### src/rtl/sad_pkg.sv
// Shared sizes and FSM state type for the 4x4 block-matching SAD search engine.
package sad_pkg;
    localparam int FRAME_W = 16;
    localparam int BLK     = 4;
    localparam int SAD_W   = 12;
    localparam int NUM_POS = FRAME_W - BLK + 1;

    typedef enum logic [1:0] {
        IDLE,
        SCAN,
        DONE
    } state_t;
endpackage

### src/rtl/sad_addr_gen.sv
// Window/pixel counters for the SAD search: dx fastest, then dy, col, row.
// Produces frame and template bank addresses plus end-of-window/end-of-frame flags.
module sad_addr_gen
    import sad_pkg::*;
(
    input  logic       clk,
    input  logic       rst_n,
    input  logic       clear,
    input  logic       step,
    output logic [7:0] frame_addr,
    output logic [7:0] templ_addr,
    output logic [3:0] win_row,
    output logic [3:0] win_col,
    output logic       last_pix,
    output logic       last_win
);
    localparam logic [3:0] LAST_POS = 4'(NUM_POS - 1);
    localparam logic [1:0] LAST_OFF = 2'(BLK - 1);

    logic [1:0] dx, dy;
    logic [3:0] row, col;

    always_ff @(posedge clk or negedge rst_n) begin
        if (!rst_n) begin
            dx  <= '0;
            dy  <= '0;
            row <= '0;
            col <= '0;
        end else if (clear) begin
            dx  <= '0;
            dy  <= '0;
            row <= '0;
            col <= '0;
        end else if (step) begin
            if (dx == LAST_OFF) begin
                dx <= '0;
                if (dy == LAST_OFF) begin
                    dy <= '0;
                    if (col == LAST_POS) begin
                        col <= '0;
                        row <= (row == LAST_POS) ? 4'd0 : row + 4'd1;
                    end else begin
                        col <= col + 4'd1;
                    end
                end else begin
                    dy <= dy + 2'd1;
                end
            end else begin
                dx <= dx + 2'd1;
            end
        end
    end

    // row+dy and col+dx never exceed FRAME_W-1, so the 4-bit sums cannot wrap.
    assign frame_addr = 8'(32'(row + 4'(dy)) * FRAME_W + 32'(col + 4'(dx)));
    assign templ_addr = 8'(32'(dy) * BLK + 32'(dx));
    assign win_row    = row;
    assign win_col    = col;
    assign last_pix   = (dx == LAST_OFF) && (dy == LAST_OFF);
    assign last_win   = (row == LAST_POS) && (col == LAST_POS);
endmodule

### src/rtl/sad_block_search.sv
// Exhaustive 4x4 SAD block search over a 16x16 frame; one pixel per cycle against
// combinational-read memory banks, reporting the first minimum in raster order.
module sad_block_search
    import sad_pkg::*;
(
    input  logic             clk,
    input  logic             rst_n,
    input  logic             start,
    input  logic [7:0]       frame_data,
    input  logic [7:0]       templ_data,
    output logic [7:0]       frame_addr,
    output logic [7:0]       templ_addr,
    output logic             mem_read,
    output logic             busy,
    output logic             done,
    output logic [3:0]       best_row,
    output logic [3:0]       best_col,
    output logic [SAD_W-1:0] best_sad
);
    state_t state, next_state;

    logic             clear, step, last_pix, last_win;
    logic [3:0]       win_row, win_col;
    logic [8:0]       diff9;
    logic [7:0]       diff;
    logic [SAD_W-1:0] acc, sum;

    sad_addr_gen u_addr_gen (
        .clk        (clk),
        .rst_n      (rst_n),
        .clear      (clear),
        .step       (step),
        .frame_addr (frame_addr),
        .templ_addr (templ_addr),
        .win_row    (win_row),
        .win_col    (win_col),
        .last_pix   (last_pix),
        .last_win   (last_win)
    );

    always_ff @(posedge clk or negedge rst_n) begin
        if (!rst_n) state <= IDLE;
        else        state <= next_state;
    end

    always_comb begin
        next_state = state;
        clear      = 1'b0;
        step       = 1'b0;
        case (state)
            IDLE: begin
                if (start) begin
                    next_state = SCAN;
                    clear      = 1'b1;
                end
            end
            SCAN: begin
                step = 1'b1;
                if (last_pix && last_win) next_state = DONE;
            end
            DONE:    next_state = IDLE;
            default: next_state = IDLE;
        endcase
    end

    // Status outputs decode directly from the state flop, so they are glitch-free.
    assign busy     = (state == SCAN);
    assign mem_read = (state == SCAN);
    assign done     = (state == DONE);

    assign diff9 = {1'b0, frame_data} - {1'b0, templ_data};
    assign diff  = diff9[8] ? 8'(-diff9) : diff9[7:0];
    assign sum   = acc + SAD_W'(diff);

    // Strict less-than keeps the earliest window when SADs tie.
    always_ff @(posedge clk or negedge rst_n) begin
        if (!rst_n) begin
            acc      <= '0;
            best_sad <= '0;
            best_row <= '0;
            best_col <= '0;
        end else if (clear) begin
            acc      <= '0;
            best_sad <= '1;
            best_row <= '0;
            best_col <= '0;
        end else if (step) begin
            if (last_pix) begin
                acc <= '0;
                if (sum < best_sad) begin
                    best_sad <= sum;
                    best_row <= win_row;
                    best_col <= win_col;
                end
            end else begin
                acc <= sum;
            end
        end
    end
endmodule
### config.mk
export PLATFORM = sky130hd
export DESIGN_NAME = sad_block_search
export DESIGN_NICKNAME = d
export VERILOG_FILES = /design/src/rtl/sad_pkg.sv /design/src/rtl/sad_addr_gen.sv /design/src/rtl/sad_block_search.sv
export SDC_FILE = /design/constraint.sdc
export NUM_CORES = 1
export LEC_CHECK = 0
export ABC_AREA = 0
export CAP_MARGIN = 20
export CORE_MARGIN = 8
export CORE_UTILIZATION = 50
export CTS_CLUSTER_DIAMETER = 200
export DETAILED_ROUTE_END_ITERATION = 16
export HOLD_SLACK_MARGIN = 0.03
export PLACE_DENSITY = 0.75
export SETUP_SLACK_MARGIN = 0.15
export SLEW_MARGIN = 20
export SYNTH_ARGS = -nofsm -noshare
export SYNTH_HDL_FRONTEND = slang
export SYNTH_HIERARCHICAL = 1
export SYNTH_SLANG_ARGS = --single-unit
### constraint.sdc
create_clock -name clk -period 4.79 [get_ports clk]
set_input_delay 0.7185 -clock clk [delete_from_list [all_inputs] [get_ports clk]]
set_output_delay 0.7185 -clock clk [all_outputs]
set_load 0.05 [all_outputs]
==> metrics.txt <==
outcome finished, violations left; failing checks negative setup slack; FFs w/ async S/R, synth 1.00; Critical Path Stages 23; Final Hold Viols 0; YS warnings 6; worst vdd ir 0.625 mV; worst slack at placement -942 ps; vias in the first global route 3324; DR vias/cell 5.31; slowest cell on the critical path clkdlybuf4s50_1; endpoint class of the critical path flip-flop; Placed Cells incl. Taps 578; Cells after Synth 391; DRC 0; first drt pass iteration count 4; CTS clock-pin slew for the worst setup and hold paths 90 ps; most frequent cells in the layout 64 x buf_4, 46 x dfrtp_1, 46 x clkdlybuf4s50_1; WL/cell 15.9 µm; Clock Skews 8.21 ps; H-tree level count 2; DRT antenna net count 0; die height 102 µm; Final Util 0.720; Die ar. 10400 µm²; CP Cell Sequence clkdlybuf4s50_1 -> inv_2 -> ha_4 -> a211oi_4 -> o21ai_1 -> a21o_1 -> a21o_4 -> mux2_4 -> inv_2 -> fa_2 -> nor2b_4 -> o31a_1 -> o21a_1 -> nor2_2 -> xnor2_2 -> ha_1 -> a21o_1 -> a21oi_2 -> o31a_1 -> o211ai_2 -> buf_6 -> buf_8 -> mux2_4; Max Cap Violations 0; core area 7210 µm²; CTS tree built; max incr delay on CP 470 ps; crit path to best_col[0]; worst hold slack 398 ps; initial antenna violation count 0; RSZ-0062 raised after global routing true; Clock Latency Late Sink 300 ps; CTS buffer count 5; Final period util 1.04; Clock Tree Root clkbuf_8; Worst Slack Setup Final -214 ps; largest net degree at the start of global routing 47; Worst path top cell family by delay compound AO/OA/AOI/OAI gates; dpl cell area 4680 µm²; CP arrival 5190 ps; routed vias 3241; CP startpoint templ_data[3]; setup TNS -3440 ps; mean area per synthesized cell 9.45 µm²; Layout area overhead 40.7%; GPL Wtd Cong 0.857; fin crit period 5000 ps; Initial Util 0.512; total power 3.79 mW; worst-case clock buffer depth 2; layout cell share with drive strength beyond 1 0.317; flop2flop setup slack 1320 ps; class of the worst hold path primary input to async pin; IO Port Bufs 53; Post-Syn Area 3690 µm²; initial DRC count 94; dominant synthesized flop cell dfrtp_1; maximum fanout along the worst path 6; Remaining Overflow, GRT 0; critical path class primary input to flip-flop; compound-cell area share of the yosys netlist 0.169; IO Pins 58; Setup violations, final 20; most common cell after layout, fill and taps aside buf_4; RR Endpoint best_col[0]; post-synthesis simple-gate area fraction 0.152; number of synthesized flops with an enable pin 0; HPWL Detailed 6.62 mm; Hold-fix buffers, CTS 0; library cells used by synthesis 51; sequential cell area fraction in the yosys report 0.312; final slew viol count 0; final cell count without fillers 610; maximum clock frequency 200 MHz; Final #Nets 572; die width 102 µm; pwr dens 730 nW/µm²; WP buf/inv 5; Critical Path RT 4980 ps; std cell rows 31; R2R cell count 16; first-pass GRT wire length 15.3 mm; final instance area 5200 µm²; Slew headroom 0.339; Worst-Margin Slew 988 ps; main combinational cell family by area after synthesis compound AO/OA/AOI/OAI gates; antenna cells 0; CP Launch Type primary input; Synth Area in XOR/XNOR 0.0616; GRT Util Overall 0.182; CTS Sinks 46; area share of fa/ha/maj cells after synthesis 0.154; mux contribution to synthesized area 0.0833; DRT Wirelength 9.67 mm; worst flop-to-flop path startpoint acc[0]; #FFs+latches synth 46; Lkg Pwr 2.57 nW
## power breakdown
part	internal, mW	leakage [nW]	switching [mW]	total (mW)
Clock	0.157	0.0585	0.141	0.297
Sequential	0.533	0.548	0.163	0.696
Combinational	1.37	1.96	1.43	2.80
## layout make-up
class	count	area, µm²
Multi-Input combinational cell	293	2540
Inverter	40	163
Tap cell	99	124
Sequential cell	46	1150
Clock inverter	3	43.8
Fill cell	511	2020
Timing Repair Buffer	124	1100
Clock buffer	5	68.8
## flip-flops by register name (all words and copies together) (netlist names)
name / flops
acc: 12
best_col: 4
best_row: 4
best_sad: 12
state: 2
u_addr_gen/dx: 2
u_addr_gen/dy: 2
u_addr_gen/win_col: 4
u_addr_gen/win_row: 4
## worst min-delay path by stage
stage,cells past startpoint,slack (ps),startpoint,endpoint
2_1_floorplan,0,420,rst_n,acc[0]
3_3_place_gp,2,470,acc[0],acc[0]
3_5_place_dp,2,500,acc[2],acc[2]
4_1_cts,2,520,acc[2],acc[2]
5_1_grt,1,450,rst_n,acc[6]
6_report,1,400,rst_n,acc[6]
## cell families (layout without fill, tap and decap cells)
logic type      Yosys count  after routing
compound gates           85             85
xor+xnor                 26             26
fa+ha+maj                43             43
buf+inv                  55            172
flops                    46             46
mux                      23             23
other cells               1              4
simple gates            112            112
## what timing repair did
item,in CTS,in global routing
setup buffers,17,6
resized for setup,42,26
setup endpoints to repair,20,20
pin swaps,34,26
cloned,1,0
## synthesized netlist by cell type, drive strengths merged, types with 8 or more instances
library cell,count,area [µm²]
a21oi,20,100
a21o,9,67.6
xor2,11,96.3
buf,12,90.1
nor2,36,135
mux2,17,248
dfrtp,46,1150
inv,40,150
ha,39,488
nand3,8,40.0
o21ai,14,70.1
nand2,16,60.1
nor2b,17,106
xnor2,15,131
or2,11,68.8
## layer usage
metal | vias to the layer above | track usage | part of all wire
met5 | - | 0 | 0
met4 | 0 | 0.0463 | 0.0072
met3 | 6 | 0.0388 | 0.047
met2 | 73 | 0.326 | 0.53
met1 | 1591 | 0.215 | 0.41
li1 | 1571 | - | -
Note: power is estimated with default switching activity, not from simulation.
